## src/rtl/vo_frame_sequencer.sv

```systemverilog
// Frame sequencer feeding the FAST/BRIEF raster pipeline: source handshake, feature cap, error reporting.
// Define VO_FRAME_STATS_EN to add frame cycle / dropped-feature statistics and double-start detection.
//   state  | meaning
//   IDLE   | waiting for request and pixel 0
//   STREAM | one pixel per cycle into the non-stallable pipeline
//   DRAIN  | source done, waiting for pipeline end (timed)
//   DONE   | one-cycle completion pulse
//   ERR    | sticky error until cleared
module vo_frame_sequencer #(
    parameter int WIDTH    = 640,
    parameter int HEIGHT   = 480,
    parameter int MAX_FEAT = 500,
    parameter int TIMEOUT  = 200000
) (
    input  logic        i_clk,
    input  logic        i_rst,
    input  logic        i_frame_req,
    input  logic        i_err_clr,
    output logic        o_busy,
    output logic        o_frame_done,
    output logic        o_error,
    output logic [1:0]  o_err_code,
    output logic [7:0]  o_frame_id,
    output logic [9:0]  o_feat_count,
    input  logic [7:0]  i_src_pixel,
    input  logic        i_src_valid,
    output logic        o_src_ready,
    output logic [7:0]  o_pipe_pixel,
    output logic        o_pipe_start,
    input  logic        i_pipe_start,
    input  logic        i_pipe_flag,
    input  logic        i_pipe_end,
    output logic        o_feat_valid
`ifdef VO_FRAME_STATS_EN
    ,
    output logic [23:0] o_frame_cycles,
    output logic [9:0]  o_drop_count
`endif
);

    localparam int NPIX = WIDTH * HEIGHT;
    localparam int PIX_W = $clog2(NPIX + 1);
    localparam logic [PIX_W-1:0] PIX_LAST = PIX_W'(NPIX - 1);
    localparam logic [19:0] TO_LAST = 20'(TIMEOUT - 1);
    localparam logic [9:0] FEAT_MAX = 10'(MAX_FEAT);

    typedef enum logic [2:0] {
        S_IDLE,
        S_STREAM,
        S_DRAIN,
        S_DONE,
        S_ERR
    } state_t;

    state_t state, next_state;

    logic [PIX_W-1:0] pix_cnt;
    logic [19:0]      to_cnt;
    logic             err_set;
    logic [1:0]       err_code_set;
    logic             accept;
    logic             stream_entry;
    logic             active;
    logic             dbl_start;

    assign active       = (state == S_STREAM) || (state == S_DRAIN);
    assign o_src_ready  = ((state == S_IDLE) && i_frame_req && !o_error) || (state == S_STREAM);
    assign accept       = o_src_ready && i_src_valid;
    assign stream_entry = (state == S_IDLE) && (next_state == S_STREAM);
    assign o_feat_valid = i_pipe_flag && (o_feat_count < FEAT_MAX) && active;

`ifdef VO_FRAME_STATS_EN
    logic        start_seen;
    logic [23:0] cyc_run;
    logic [24:0] cyc_total;

    assign dbl_start = active && i_pipe_start && start_seen;
    assign cyc_total = {1'b0, cyc_run} + 25'd2;
`else
    logic unused_pipe_start;

    assign unused_pipe_start = i_pipe_start;
    assign dbl_start = 1'b0;
`endif

    always_comb begin
        next_state   = state;
        err_set      = 1'b0;
        err_code_set = 2'd0;
        case (state)
            S_IDLE: begin
                if (i_frame_req && i_src_valid && !o_error) begin
                    next_state = S_STREAM;
                end
            end
            S_STREAM: begin
                // Underflow outranks everything: the pipeline has already lost a pixel slot.
                if (!i_src_valid) begin
                    next_state   = S_ERR;
                    err_set      = 1'b1;
                    err_code_set = 2'd1;
                end else if (i_pipe_end || dbl_start) begin
                    next_state   = S_ERR;
                    err_set      = 1'b1;
                    err_code_set = 2'd2;
                end else if (pix_cnt == PIX_LAST) begin
                    next_state = S_DRAIN;
                end
            end
            S_DRAIN: begin
                if (i_pipe_end) begin
                    next_state = S_DONE;
                end else if (dbl_start) begin
                    next_state   = S_ERR;
                    err_set      = 1'b1;
                    err_code_set = 2'd2;
                end else if (to_cnt == TO_LAST) begin
                    next_state   = S_ERR;
                    err_set      = 1'b1;
                    err_code_set = 2'd3;
                end
            end
            S_DONE: begin
                next_state = S_IDLE;
            end
            S_ERR: begin
                if (i_err_clr) begin
                    next_state = S_IDLE;
                end
            end
            default: begin
                next_state = S_IDLE;
            end
        endcase
    end

    always_ff @(posedge i_clk) begin
        if (i_rst) begin
            state        <= S_IDLE;
            o_busy       <= 1'b0;
            o_frame_done <= 1'b0;
            o_error      <= 1'b0;
            o_err_code   <= 2'd0;
            o_frame_id   <= 8'd0;
            o_feat_count <= 10'd0;
            o_pipe_pixel <= 8'd0;
            o_pipe_start <= 1'b0;
            pix_cnt      <= '0;
            to_cnt       <= 20'd0;
        end else begin
            state        <= next_state;
            o_busy       <= (next_state == S_STREAM) || (next_state == S_DRAIN);
            o_frame_done <= (next_state == S_DONE);
            o_pipe_start <= stream_entry;

            if (accept) begin
                o_pipe_pixel <= i_src_pixel;
            end

            if (stream_entry) begin
                pix_cnt <= PIX_W'(1);
            end else if ((state == S_STREAM) && accept) begin
                pix_cnt <= pix_cnt + PIX_W'(1);
            end

            if (state == S_DRAIN) begin
                to_cnt <= to_cnt + 20'd1;
            end else begin
                to_cnt <= 20'd0;
            end

            if (stream_entry) begin
                o_feat_count <= 10'd0;
            end else if (o_feat_valid) begin
                o_feat_count <= o_feat_count + 10'd1;
            end

            if ((state == S_DRAIN) && (next_state == S_DONE)) begin
                o_frame_id <= o_frame_id + 8'd1;
            end

            if (err_set) begin
                o_error    <= 1'b1;
                o_err_code <= err_code_set;
            end else if ((state == S_ERR) && i_err_clr) begin
                o_error    <= 1'b0;
                o_err_code <= 2'd0;
            end
        end
    end

`ifdef VO_FRAME_STATS_EN
    always_ff @(posedge i_clk) begin
        if (i_rst) begin
            start_seen     <= 1'b0;
            cyc_run        <= 24'd0;
            o_frame_cycles <= 24'd0;
            o_drop_count   <= 10'd0;
        end else if (stream_entry) begin
            start_seen     <= 1'b0;
            cyc_run        <= 24'd0;
            o_frame_cycles <= 24'd0;
            o_drop_count   <= 10'd0;
        end else begin
            if (active && (cyc_run != 24'hFFFFFF)) begin
                cyc_run <= cyc_run + 24'd1;
            end
            // Total covers the current DRAIN cycle plus the DONE cycle.
            if ((state == S_DRAIN) && (next_state == S_DONE)) begin
                o_frame_cycles <= cyc_total[24] ? 24'hFFFFFF : cyc_total[23:0];
            end
            if (active && i_pipe_flag && !o_feat_valid && (o_drop_count != 10'h3FF)) begin
                o_drop_count <= o_drop_count + 10'd1;
            end
            if (active && i_pipe_start) begin
                start_seen <= 1'b1;
            end
        end
    end
`endif

endmodule
```

## config.mk

```make
export PLATFORM = sky130hd
export DESIGN_NAME = vo_frame_sequencer
export DESIGN_NICKNAME = d
export VERILOG_FILES = /design/src/rtl/vo_frame_sequencer.sv
export SDC_FILE = /design/constraint.sdc
export NUM_CORES = 1
export LEC_CHECK = 0
export ABC_AREA = 1
export BUFFER_PORTS_ARGS = -buffer_cell sky130_fd_sc_hd__buf_2
export CAP_MARGIN = 20
export CORE_MARGIN = 3
export CORE_UTILIZATION = 40
export CTS_CLUSTER_DIAMETER = 30
export DETAILED_ROUTE_END_ITERATION = 8
export PLACE_DENSITY_LB_ADDON = 0.05
export SLEW_MARGIN = 20
export SYNTH_ARGS = -nofsm -noshare
export SYNTH_HDL_FRONTEND = slang
export SYNTH_SLANG_ARGS = --single-unit
export TNS_END_PERCENT = 50
```

## constraint.sdc

```tcl
create_clock -name i_clk -period 1.78 [get_ports i_clk]
set_input_delay 0 -clock i_clk [delete_from_list [all_inputs] [get_ports i_clk]]
set_output_delay 0 -clock i_clk [all_outputs]
set_load 0.05 [all_outputs]
```

==> results.json <==
{
  "hold_ws_ps": 42.1,
  "antenna_found_initial": 0,
  "fillerInstances": 909,
  "grt_pass1_vias": 3056,
  "initial_utilization_pct": 41.2,
  "core_sq_um": 8760,
  "async_reset_ff_share_pct": 0,
  "reg2reg_from": "to_cnt[0]",
  "cpMaxStageDelayCell": "dfxtp_2",
  "final_cells": 703,
  "routed_via_density": 4.77,
  "netlist_area_sq_um": 3610,
  "p_leak_nw": 1.73,
  "ff2ff_path_depth": 10,
  "post_drt_wl_per_cell_um": 11.5,
  "irDropWorstVdd_mv": 0.391,
  "setup.worst_path.start": "state[1]",
  "drtIter0Drc": 93,
  "pre_cts_ws_ps": 160,
  "start_kind": "flop",
  "wl_mm": 8.07,
  "track_usage_pct": 16.6,
  "post-dp-hpwl_mm": 5.78,
  "syn_inst": 520,
  "required_ps": 1780,
  "fmaxAchievable_mhz": 626,
  "synth-edff-count": 0,
  "layout-drive-gt1-share_pct": 15.5,
  "die_w_um": 101,
  "period_minus_slack_ps": 1600,
  "cts_made_buffers": 9,
  "cts_tree": "yes",
  "ys_seq_area_share_pct": 41.0,
  "nets": 610,
  "endpoint_kind": "output pin",
  "synth_warnings": 0,
  "synth_nets": 540,
  "maxCapViolations": 0,
  "crit_fanout": 11,
  "min_from": "i_pipe_end",
  "grt_pass1_wl_mm": 13.9,
  "dp.cells": 675,
  "cp_top_family": "buffers and inverters",
  "ant_nets": 0,
  "relSlewSlack_pct": 67.9,
  "crit_top_cell": "inv_1",
  "cpPeakStageDelay_ps": 390,
  "powerDensity_nw_per_um2": 813,
  "hold_path_class": "input pin to flop",
  "min_period_over_period_pct": 89.8,
  "status": "finished clean",
  "die_area_sq_um": 10200,
  "path_class": "flop to output pin",
  "arrival_ps": 1600,
  "clk_latency_ps": 340,
  "path_clk_slew_ps": 70,
  "antenna_cells_inserted": 0,
  "io_buffer_count": 48,
  "via_count": 3356,
  "drc_errors": 0,
  "chipHeight_um": 101,
  "cp_num_cells": 7,
  "clock_skew_ps": 14.7,
  "tightest_slew_ps": 481,
  "grt_max_degree": 29,
  "worst_slack_ps": 182,
  "synthToLayoutAreaGrowth_pct": 21.6,
  "final-setup-viol-count": 0,
  "place.gp.congestion": 0.860,
  "slew_violations": 0,
  "ctsHtreeMaxLevel": 3,
  "synth_top_flop_cell": "dfxtp_1",
  "whs_path_depth": 4,
  "synth.avg_cell_area_sq_um": 6.95,
  "drt_first_pass_iters": 4,
  "final_util_pct": 50.2,
  "hold_viol_final": 0,
  "overflow": 0,
  "synth.distinct_cells": 32,
  "num_rows": 34,
  "crit_chain": "inv_1 > nor3_2 > inv_1 > nand2_2 > nand3_4 > inv_8 > buf_6",
  "cp_num_buf_inv": 4,
  "clk_path_buf_depth": 2,
  "pin_count": 50,
  "root_buffer": "clkbuf_8",
  "setup_tns_ps": 0,
  "clkSinkCount": 74,
  "synth_seq_cells": 74
}
[state kept, by name, indices dropped and copies added (netlist names)]
register and count:
o_busy 1, o_err_code 2, o_error 1, o_feat_count 10, o_frame_done 1, o_frame_id 8
o_pipe_pixel 8, o_pipe_start 1, pix_cnt 19, state 3, to_cnt 20
[synth_stat cells (5+ instances only)]
cell     number  area [sq um]
nor2_1       77           289
nand2_1     113           424
nand4_1      13          81.3
xnor2_1       5          43.8
inv_1        71           267
o21ai_0      24           120
nand3_1      24           120
dfxtp_1      74          1480
nor3b_1       5          37.5
a21oi_1      43           215
xor2_1       14           123
nor3_1       16          80.1
[power breakdown]
group / leakage (nW) / total, mW / switching, mW / internal [mW]
logic: 1.01 / 0.286 / 0.199 / 0.0870
registers: 0.599 / 1.69 / 0.0139 / 1.68
clock network: 0.121 / 1.59 / 0.618 / 0.975
total: 1.73 / 3.57 / 0.831 / 2.74
[cell families (layout without fill, tap and decap cells)]
family / Yosys count / count (layout) / share of synthesized area (%)
adders and majority gates: 4 / 4 / 1.38
buffers and inverters: 81 / 156 / 8.76
AOI/OAI and AO/OA: 75 / 75 / 11.0
DFF: 74 / 74 / 41.0
xor gates and xnor gates: 19 / 19 / 4.60
and+or+nand+nor: 267 / 267 / 33.3
[cell type report]
type                    count  area, sq um  area share, %
multi-input cells         365         1830           41.6
flip-flops and latches     74         1480           33.7
repair buffers             66          419           9.53
inverters                  74          285           6.49
clock buffers              12          145           3.30
well taps                 108          135           3.07
clock inverters             4         98.8           2.25
[cells in the final DEF (no fill, tap or decap), types with 3 or more instances in the layout]
cell type	n
o21a_1	3
nand3_1	23
xnor2_1	5
buf_2	47
clkbuf_8	10
xor2_1	14
inv_1	71
bufinv_16	3
nor3_2	3
nand2_2	4
dlygate4sd3_1	10
nor2_1	76
nand4_1	13
nand2_1	113
dfxtp_1	73
a21oi_1	43
nor3b_1	5
nand3_2	3
buf_4	7
o21ai_0	24
nor3_1	16
ha_1	4
[worst reg2reg max path: stages (launching register included)]
cell and delay, ps:
dfxtp_1 360, ha_1 230, nand3_2 120, nor2_1 100, nand2_1 100, nor2_2 130, nand2_1 100, inv_1 110
nand2_1 60, nor2_1 100, nor3_1 50
[per-stage QoR]
step                power, mW  cell area, sq um
floorplan                1.92              3610
global placement         2.00              4010
detailed placement       2.00              4010
CTS                      3.62              4360
global route             3.73              4400
finish                   3.57              4400
[layer usage]
layer / share of wire [%] / wire length [um] / GRT usage, % / vias to the layer above
met3: 2.6 / 207 / 4.43 / 6
met1: 50 / 4020 / 21.5 / 1514
li1: - / - / - / 1800
met5: 0 / 0 / 0 / -
met4: 0.95 / 77 / 4.19 / 0
met2: 47 / 3760 / 27.3 / 36
[final timing paths]
kind	end	slack (ps)
max	o_feat_valid	180
min	state[1]	40
max reg2reg	to_cnt[16]	200
min reg2reg	o_feat_count[9]	450
[timing repair]
action,4_1_cts,5_1_grt
gates cloned,0,0
resized for setup,3,6
setup buffers,0,2
endpoints found under the hold margin,15,0
hold buffers,10,0
endpoints found under the setup margin,1,14
No activity file was read; power rests on OpenSTA's default activity.
